File: src/rtl/reflet_arb_pkg.sv
// Shared definitions for the two-master bus arbiter: state encoding, master
// indices and the hold-counter width helper.
package reflet_arb_pkg;

  typedef enum logic [1:0] {
    IDLE = 2'b00,
    OWN0 = 2'b01,
    OWN1 = 2'b10
  } arb_state_t;

  localparam logic M0 = 1'b0;
  localparam logic M1 = 1'b1;

  // Wide enough to hold hold_max-1, never narrower than one bit.
  function automatic int hold_width(input int hold_max);
    return (hold_max <= 2) ? 1 : $clog2(hold_max);
  endfunction

endpackage

File: src/rtl/reflet_arb_hold_counter.sv
// Saturating up-counter with synchronous clear, tracking how long the current
// bus owner has held its grant.
module reflet_arb_hold_counter #(
  parameter int width   = 4,
  parameter int max_val = 15
) (
  input  logic             clk,
  input  logic             reset,
  input  logic             clear,
  input  logic             enable,
  output logic [width-1:0] count
);

  localparam logic [width-1:0] max_count = width'(max_val);

  always_ff @(posedge clk) begin
    if (reset || clear) begin
      count <= '0;
    end else if (enable && (count != max_count)) begin
      count <= count + 1'b1;
    end
  end

endmodule

File: src/rtl/reflet_bus_arbiter.sv
// Two-master round-robin bus arbiter with registered grants and a
// combinational bus mux. Define REFLET_ARB_PREEMPT_EN to enable hold-time preemption.
module reflet_bus_arbiter
  import reflet_arb_pkg::*;
#(
  parameter int wordsize = 8,
  parameter int hold_max = 16
) (
  input  logic                clk,
  input  logic                reset,
  input  logic                m0_req,
  input  logic [wordsize-1:0] m0_addr,
  input  logic                m0_write_en,
  input  logic [wordsize-1:0] m0_data_out,
  output logic [wordsize-1:0] m0_data_in,
  output logic                m0_gnt,
  input  logic                m1_req,
  input  logic [wordsize-1:0] m1_addr,
  input  logic                m1_write_en,
  input  logic [wordsize-1:0] m1_data_out,
  output logic [wordsize-1:0] m1_data_in,
  output logic                m1_gnt,
  output logic [wordsize-1:0] bus_addr,
  output logic                bus_write_en,
  output logic [wordsize-1:0] bus_data_out,
  input  logic [wordsize-1:0] bus_data_in,
  output logic                owner
);

  if (hold_max < 1) begin : g_bad_hold_max
    $error("reflet_bus_arbiter: hold_max must be at least 1");
  end

  arb_state_t state_reg, state_next;
  logic       owner_reg, owner_next;
  logic       hold_expired;

`ifdef REFLET_ARB_PREEMPT_EN
  localparam int hw = hold_width(hold_max);
  logic [hw-1:0] hold_count;

  // Restarts from zero whenever ownership changes, so the first owned cycle sees 0.
  reflet_arb_hold_counter #(
    .width  (hw),
    .max_val(hold_max - 1)
  ) u_hold_counter (
    .clk   (clk),
    .reset (reset),
    .clear (state_next != state_reg),
    .enable(state_reg != IDLE),
    .count (hold_count)
  );

  assign hold_expired = (hold_count == hw'(hold_max - 1));
`else
  assign hold_expired = 1'b0;
`endif

  always_ff @(posedge clk) begin
    if (reset) begin
      state_reg <= IDLE;
      owner_reg <= M1;
    end else begin
      state_reg <= state_next;
      owner_reg <= owner_next;
    end
  end

  always_comb begin
    state_next = state_reg;
    owner_next = owner_reg;
    case (state_reg)
      IDLE: begin
        if (m0_req && m1_req) begin
          state_next = (owner_reg == M1) ? OWN0 : OWN1;
        end else if (m0_req) begin
          state_next = OWN0;
        end else if (m1_req) begin
          state_next = OWN1;
        end
      end
      OWN0: begin
        if (!m0_req) begin
          state_next = m1_req ? OWN1 : IDLE;
        end else if (hold_expired && m1_req) begin
          state_next = OWN1;
        end
      end
      OWN1: begin
        if (!m1_req) begin
          state_next = m0_req ? OWN0 : IDLE;
        end else if (hold_expired && m0_req) begin
          state_next = OWN0;
        end
      end
      default: state_next = IDLE;
    endcase
    if (state_next == OWN0) begin
      owner_next = M0;
    end else if (state_next == OWN1) begin
      owner_next = M1;
    end
  end

  // Only the granted master sees the bus; everything else is forced to zero.
  always_comb begin
    m0_gnt       = 1'b0;
    m1_gnt       = 1'b0;
    bus_addr     = '0;
    bus_write_en = 1'b0;
    bus_data_out = '0;
    m0_data_in   = '0;
    m1_data_in   = '0;
    case (state_reg)
      OWN0: begin
        m0_gnt       = 1'b1;
        bus_addr     = m0_addr;
        bus_write_en = m0_write_en;
        bus_data_out = m0_data_out;
        m0_data_in   = bus_data_in;
      end
      OWN1: begin
        m1_gnt       = 1'b1;
        bus_addr     = m1_addr;
        bus_write_en = m1_write_en;
        bus_data_out = m1_data_out;
        m1_data_in   = bus_data_in;
      end
      default: ;
    endcase
  end

  assign owner = owner_reg;

endmodule

File: config.mk
export PLATFORM = sky130hd
export DESIGN_NAME = reflet_bus_arbiter
export DESIGN_NICKNAME = d
export VERILOG_FILES = /design/src/rtl/reflet_arb_pkg.sv /design/src/rtl/reflet_arb_hold_counter.sv /design/src/rtl/reflet_bus_arbiter.sv
export SDC_FILE = /design/constraint.sdc
export NUM_CORES = 1
export LEC_CHECK = 0
export CORE_MARGIN = 1
export CORE_UTILIZATION = 29
export CTS_BUF_LIST = sky130_fd_sc_hd__clkbuf_4
export CTS_CLUSTER_DIAMETER = 60
export CTS_CLUSTER_SIZE = 10
export DETAILED_ROUTE_END_ITERATION = 8
export PLACE_DENSITY = 0.88
export SETUP_SLACK_MARGIN = 0.15
export SLEW_MARGIN = 20
export SYNTH_ARGS = -nofsm -noshare
export SYNTH_HDL_FRONTEND = slang
export SYNTH_SLANG_ARGS = --single-unit
File: constraint.sdc
create_clock -name clk -period 3.3 [get_ports clk]
set_clock_uncertainty 0.05 [all_clocks]
set_input_delay 0.99 -clock clk [delete_from_list [all_inputs] [get_ports clk]]
set_output_delay 0.99 -clock clk [all_outputs]
set_load 0.005 [all_outputs]
### After elaboration in Yosys (flattened, before gate mapping)

Index checks and enable logic that the tools add are counted.

* equality and inequality tests: 4
* mux-type cells: 18
* reduce and logical (&&, ||, !) cells: 3

Operators by type and width (number)
* 8-bit case mux with 2 select lines: 2
* 8-bit 2-to-1 mux: 2
* 2-bit 2-to-1 mux: 7
* 2-bit case mux with 3 select lines: 1
* 1-bit 2-to-1 mux: 5
* 2-bit by 1-bit == test with 1-bit output (second input constant): 2
* 2-bit == test (second input constant): 2
* 2-bit logical NOT: 1
* 1-bit case mux with 2 select lines: 1
* 2-bit nonzero test: 1
* 1-bit logical AND: 1

* register bits after elaboration: 3
* bits of input ports: 46
* output and inout bits: 36
* word-level logic and storage cells: 27

### Logic depth before layout (Yosys ltp)

* depth after elaboration: 7
* depth in mapped cells: 10
* mapped depth without buffers: 9

### Worst setup path before layout

No wires, ideal clock.

* path kind: reg2out
* start: reg state_reg[0]
* end: out bus_addr[0]
* arrival time: 1.228 ns
* data required time: 2.260 ns
* path slack: 1.032 ns
* stages on the path, launching flop included: 7
* buffers on the path: 2
* cells stage by stage: dfxtp_1 > inv_1 > ha_1 > buf_4 > buf_2 > a22oi_1 > nor2b_1

* word-level cells in the longest chain between the ends: 2
* elaborated cells on any way between the ends: 3
* those cells by class: eq/ne: 2; mux: 1

Ends and longest elaborated chain
* start, declared: line reflet_bus_arbiter.sv:34 `arb_state_t state_reg, state_next;`
* start signal, assigned: line reflet_bus_arbiter.sv:64 `state_reg <= state_next;`
* 2-bit == test or 2-bit by 1-bit == test with 1-bit output (tied branches): line reflet_bus_arbiter.sv:114 `case (state_reg)`
* 8-bit case mux with 2 select lines (*): line reflet_bus_arbiter.sv:114
* end, declared: line reflet_bus_arbiter.sv:23 `output logic [wordsize-1:0] bus_addr,`

Every way passes the cells marked *; elsewhere a longest branch is shown, timed or not.

### Worst setup path after layout

* start: in bus_data_in[0]
* end: out m1_data_in[0]

* word-level cells in the longest chain between the ends: 1

Ends and longest elaborated chain
* start, declared: line reflet_bus_arbiter.sv:26 `input logic [wordsize-1:0] bus_data_in,`
* 8-bit 2-to-1 mux: line reflet_bus_arbiter.sv:114
* end, declared: line reflet_bus_arbiter.sv:21 `output logic [wordsize-1:0] m1_data_in,`

No other way between the ends.

==> reports/qor.csv <==
stage,metric,value,unit
timing,grt_setup_unrepaired,false,
cts,cts.clk_slew.worst_paths,40,ps
route,drt_iter0_markers,10,
cts,numCtsBuffers,3,
critical_path,cpLargestDelayFamily,buffers and inverters,
logic_synthesis,syn-cell-area,659,um^2
power,power_density,332,nW/um^2
route,drt_first_pass_iters,2,
timing,maxSlewHeadroom,67.3,%
placement,place_congestion,0.788,
power,total_power,499,uW
floorplanning,die_w,49.7,um
cells_and_area,largest_register_ff_count,2,
route,drt_wl_total,2.57,mm
cells_and_area,final_common_cell,clkdlybuf4s50_1,
cells_and_area,area_delta_synth_final,128,%
job,maxCapViolCount,0,
cells_and_area,register_area,60.1,um^2
power,sequentialPowerShare,11.6,%
cts,cts_max_path_buffers,2,
cells_and_area,diodes,0,
logic_synthesis,synth-edff-count,0,
floorplanning,num_rows,16,
power,p_comb_share,74.0,%
cells_and_area,final_nets,218,
critical_path,worst_setup_path_start_kind,input pin,
route,drc_errors,0,
placement,placed_area,1470,um^2
placement,port_buffers,81,
critical_path,critPathKind,in -> out,
cts,cts_sinks,3,
logic_synthesis,synth_flop_cell,dfxtp_1,
cells_and_area,multi_input_area,547,um^2
cts,h-tree-depth,1,
critical_path,worst_ep_required_time,2260,ps
critical_path,cp_num_cells,3,
logic_synthesis,synth-seq-cells,3,
placement,dp_hpwl,2.07,mm
grt,grt_pass1_vias,916,
power,vdd_drop_max,0.346,mV
grt,antenna_found_initial,0,
grt,grt-ovfl-total,0,
power,pwr-share-clk,14.4,%
logic_synthesis,avgSynthCellArea,7.67,um^2
critical_path,reg2reg_setup_slack,1070,ps
placement,dp_slack,44.4,ps
cts,postCtsSetupRepairBufs,0,
cts,cts_hold_buf,0,
critical_path,endpoint,m1_data_in[0],
critical_path,reg2reg_to,owner$_SDFFE_PP1P_,
power,p_int,322,uW
cts,cts_tree,built,
route,detail-route-antenna-nets,0,
power,power_switching,176,uW
cells_and_area,layout_common_cells,"clkdlybuf4s50_1, a22oi_1, nor2b_1",
logic_synthesis,syn-num-nets,138,
floorplanning,io_pins,82,
timing,fin_ws,189,ps
critical_path,critPathArrivalTime,2070,ps
power,p_leak,0.000765,uW
timing,fin_crit,3110,ps
timing,setup_viol,0,
timing,finalHoldViolations,0,
route,via_per_inst,4.90,
grt,grt_max_degree,30,
cells_and_area,final_design_area_no_fill,1500,um^2
critical_path,crit_fanout,2,
critical_path,crit_top_cell,clkdlybuf4s50_1,
critical_path,cpPeakStageDelay,500,ps
cts,cts-root-buf,clkbuf_4,
logic_synthesis,synth.area.top_cells,"a22oi_1, nor2b_1, and2_1, ha_1, dfxtp_1",
cells_and_area,layout-drive-gt1-share,6.67,%
logic_synthesis,yosysTopAreaCell,a22oi_1,
logic_synthesis,yosysSeqAreaShare,9.11,%
timing,setup_tns,0,ps
timing,worstMarginPinSlew,490,ps
timing,min_period_over_period,94.3,%
grt,grt_pass1_wl,4.08,mm
timing,whs,469,ps
logic_synthesis,synthArstFlopShare,0,%
logic_synthesis,yosys_warnings,0,
grt,grt_use_total,21.3,%
floorplanning,start_util,32.3,%
critical_path,reg2regPathDepth,8,
power,p_sw_share,35.4,%
logic_synthesis,synth_top_area_share,19.4,%
route,routedWlPerCell,13.4,um
critical_path,crit_start,bus_data_in[0],
cells_and_area,fillers,176,
critical_path,cp-end-kind,output pin,
run_status,status,completed,
critical_path,crit_buf_inv,2,
timing,drv_slew,0,
logic_synthesis,synth_cell_types,25,
floorplanning,die_height,49.7,um
timing,max_freq,321,MHz
critical_path,r2r-start,state_reg[0]$_SDFF_PP0_,
floorplanning,core-area,2040,um^2
cts,insertion_delay,230,ps
route,vias,941,
floorplanning,die_area,2470,um^2
hold_path,worstHoldPathType,reg -> reg,
logic_synthesis,syn-instance-count,86,
critical_path,path_cells,clkdlybuf4s50_1 -> and2_1 -> clkdlybuf4s50_1,
critical_path,crit_path_top_delay_cell,clkdlybuf4s50_1,
## synthesized netlist by cell type (2+ instances only)
cell	n
nor2b_1	17
dfxtp_1	3
clkbuf_1	2
buf_4	2
a22oi_1	17
ha_1	6
a211oi_1	2
inv_1	4
and2_1	16
buf_2	2
## what timing repair did
action                     4_1_cts  5_1_grt
gates resized for setup         17        8
hold endpoints to repair         0        0
setup endpoints to repair       26        8
## layout make-up
cell class | count | share of cell area [%]
well taps | 27 | 2.25
inverters | 4 | 0.998
multi-input cells | 72 | 36.4
clock buffers | 4 | 2.00
flip-flops and latches | 3 | 3.99
repair buffers | 82 | 54.4
## power groups by stage
stage / clock (uW) / combinational, uW / sequential (uW)
floorplan: 0 / 203 / 55.5
global placement: 0 / 383 / 57.3
CTS: 74.0 / 377 / 57.9
global route: 78.7 / 408 / 59.5
detailed placement: 0 / 393 / 58.4
finish: 71.8 / 369 / 58.0
## metal layers
layer	track usage, %	wire, um	vias up
met3	6.17	187	2
met4	7.62	28	0
met5	0	0	-
met1	20.8	906	428
met2	41.4	1450	46
li1	-	-	465
## worst reg2reg max path, stage by stage, from the launching register on
cell and delay (ps):
dfxtp_1 360, inv_1 110, ha_2 500, and2_2 230, o21ai_0 100, a21o_2 230, ha_1 290, mux2i_1 180
nand2b_1 60
## stage by stage
step           std cells  utilization, %
3_5_place_dp         188            72.1
3_3_place_gp         188            72.1
6_report             192            73.7
4_1_cts              192            72.7
5_1_grt              192            73.7
2_1_floorplan         86               -
## cell families after synthesis
family	synth area share, %
flops	9.11
compound gates	32.3
fa+ha+maj	11.4
mux	3.79
buf+inv	8.35
simple gates	35.1
## worst min path at each step
stage / start / endpoint / cells after the start
after detailed placement: owner$_SDFFE_PP1P_ / owner$_SDFFE_PP1P_ / 2
after floorplan: owner$_SDFFE_PP1P_ / owner$_SDFFE_PP1P_ / 2
after global routing: owner$_SDFFE_PP1P_ / owner$_SDFFE_PP1P_ / 2
after global placement: owner$_SDFFE_PP1P_ / owner$_SDFFE_PP1P_ / 2
after CTS: owner$_SDFFE_PP1P_ / owner$_SDFFE_PP1P_ / 2
final: owner$_SDFFE_PP1P_ / owner$_SDFFE_PP1P_ / 2
(Power assumes the default switching activity.)
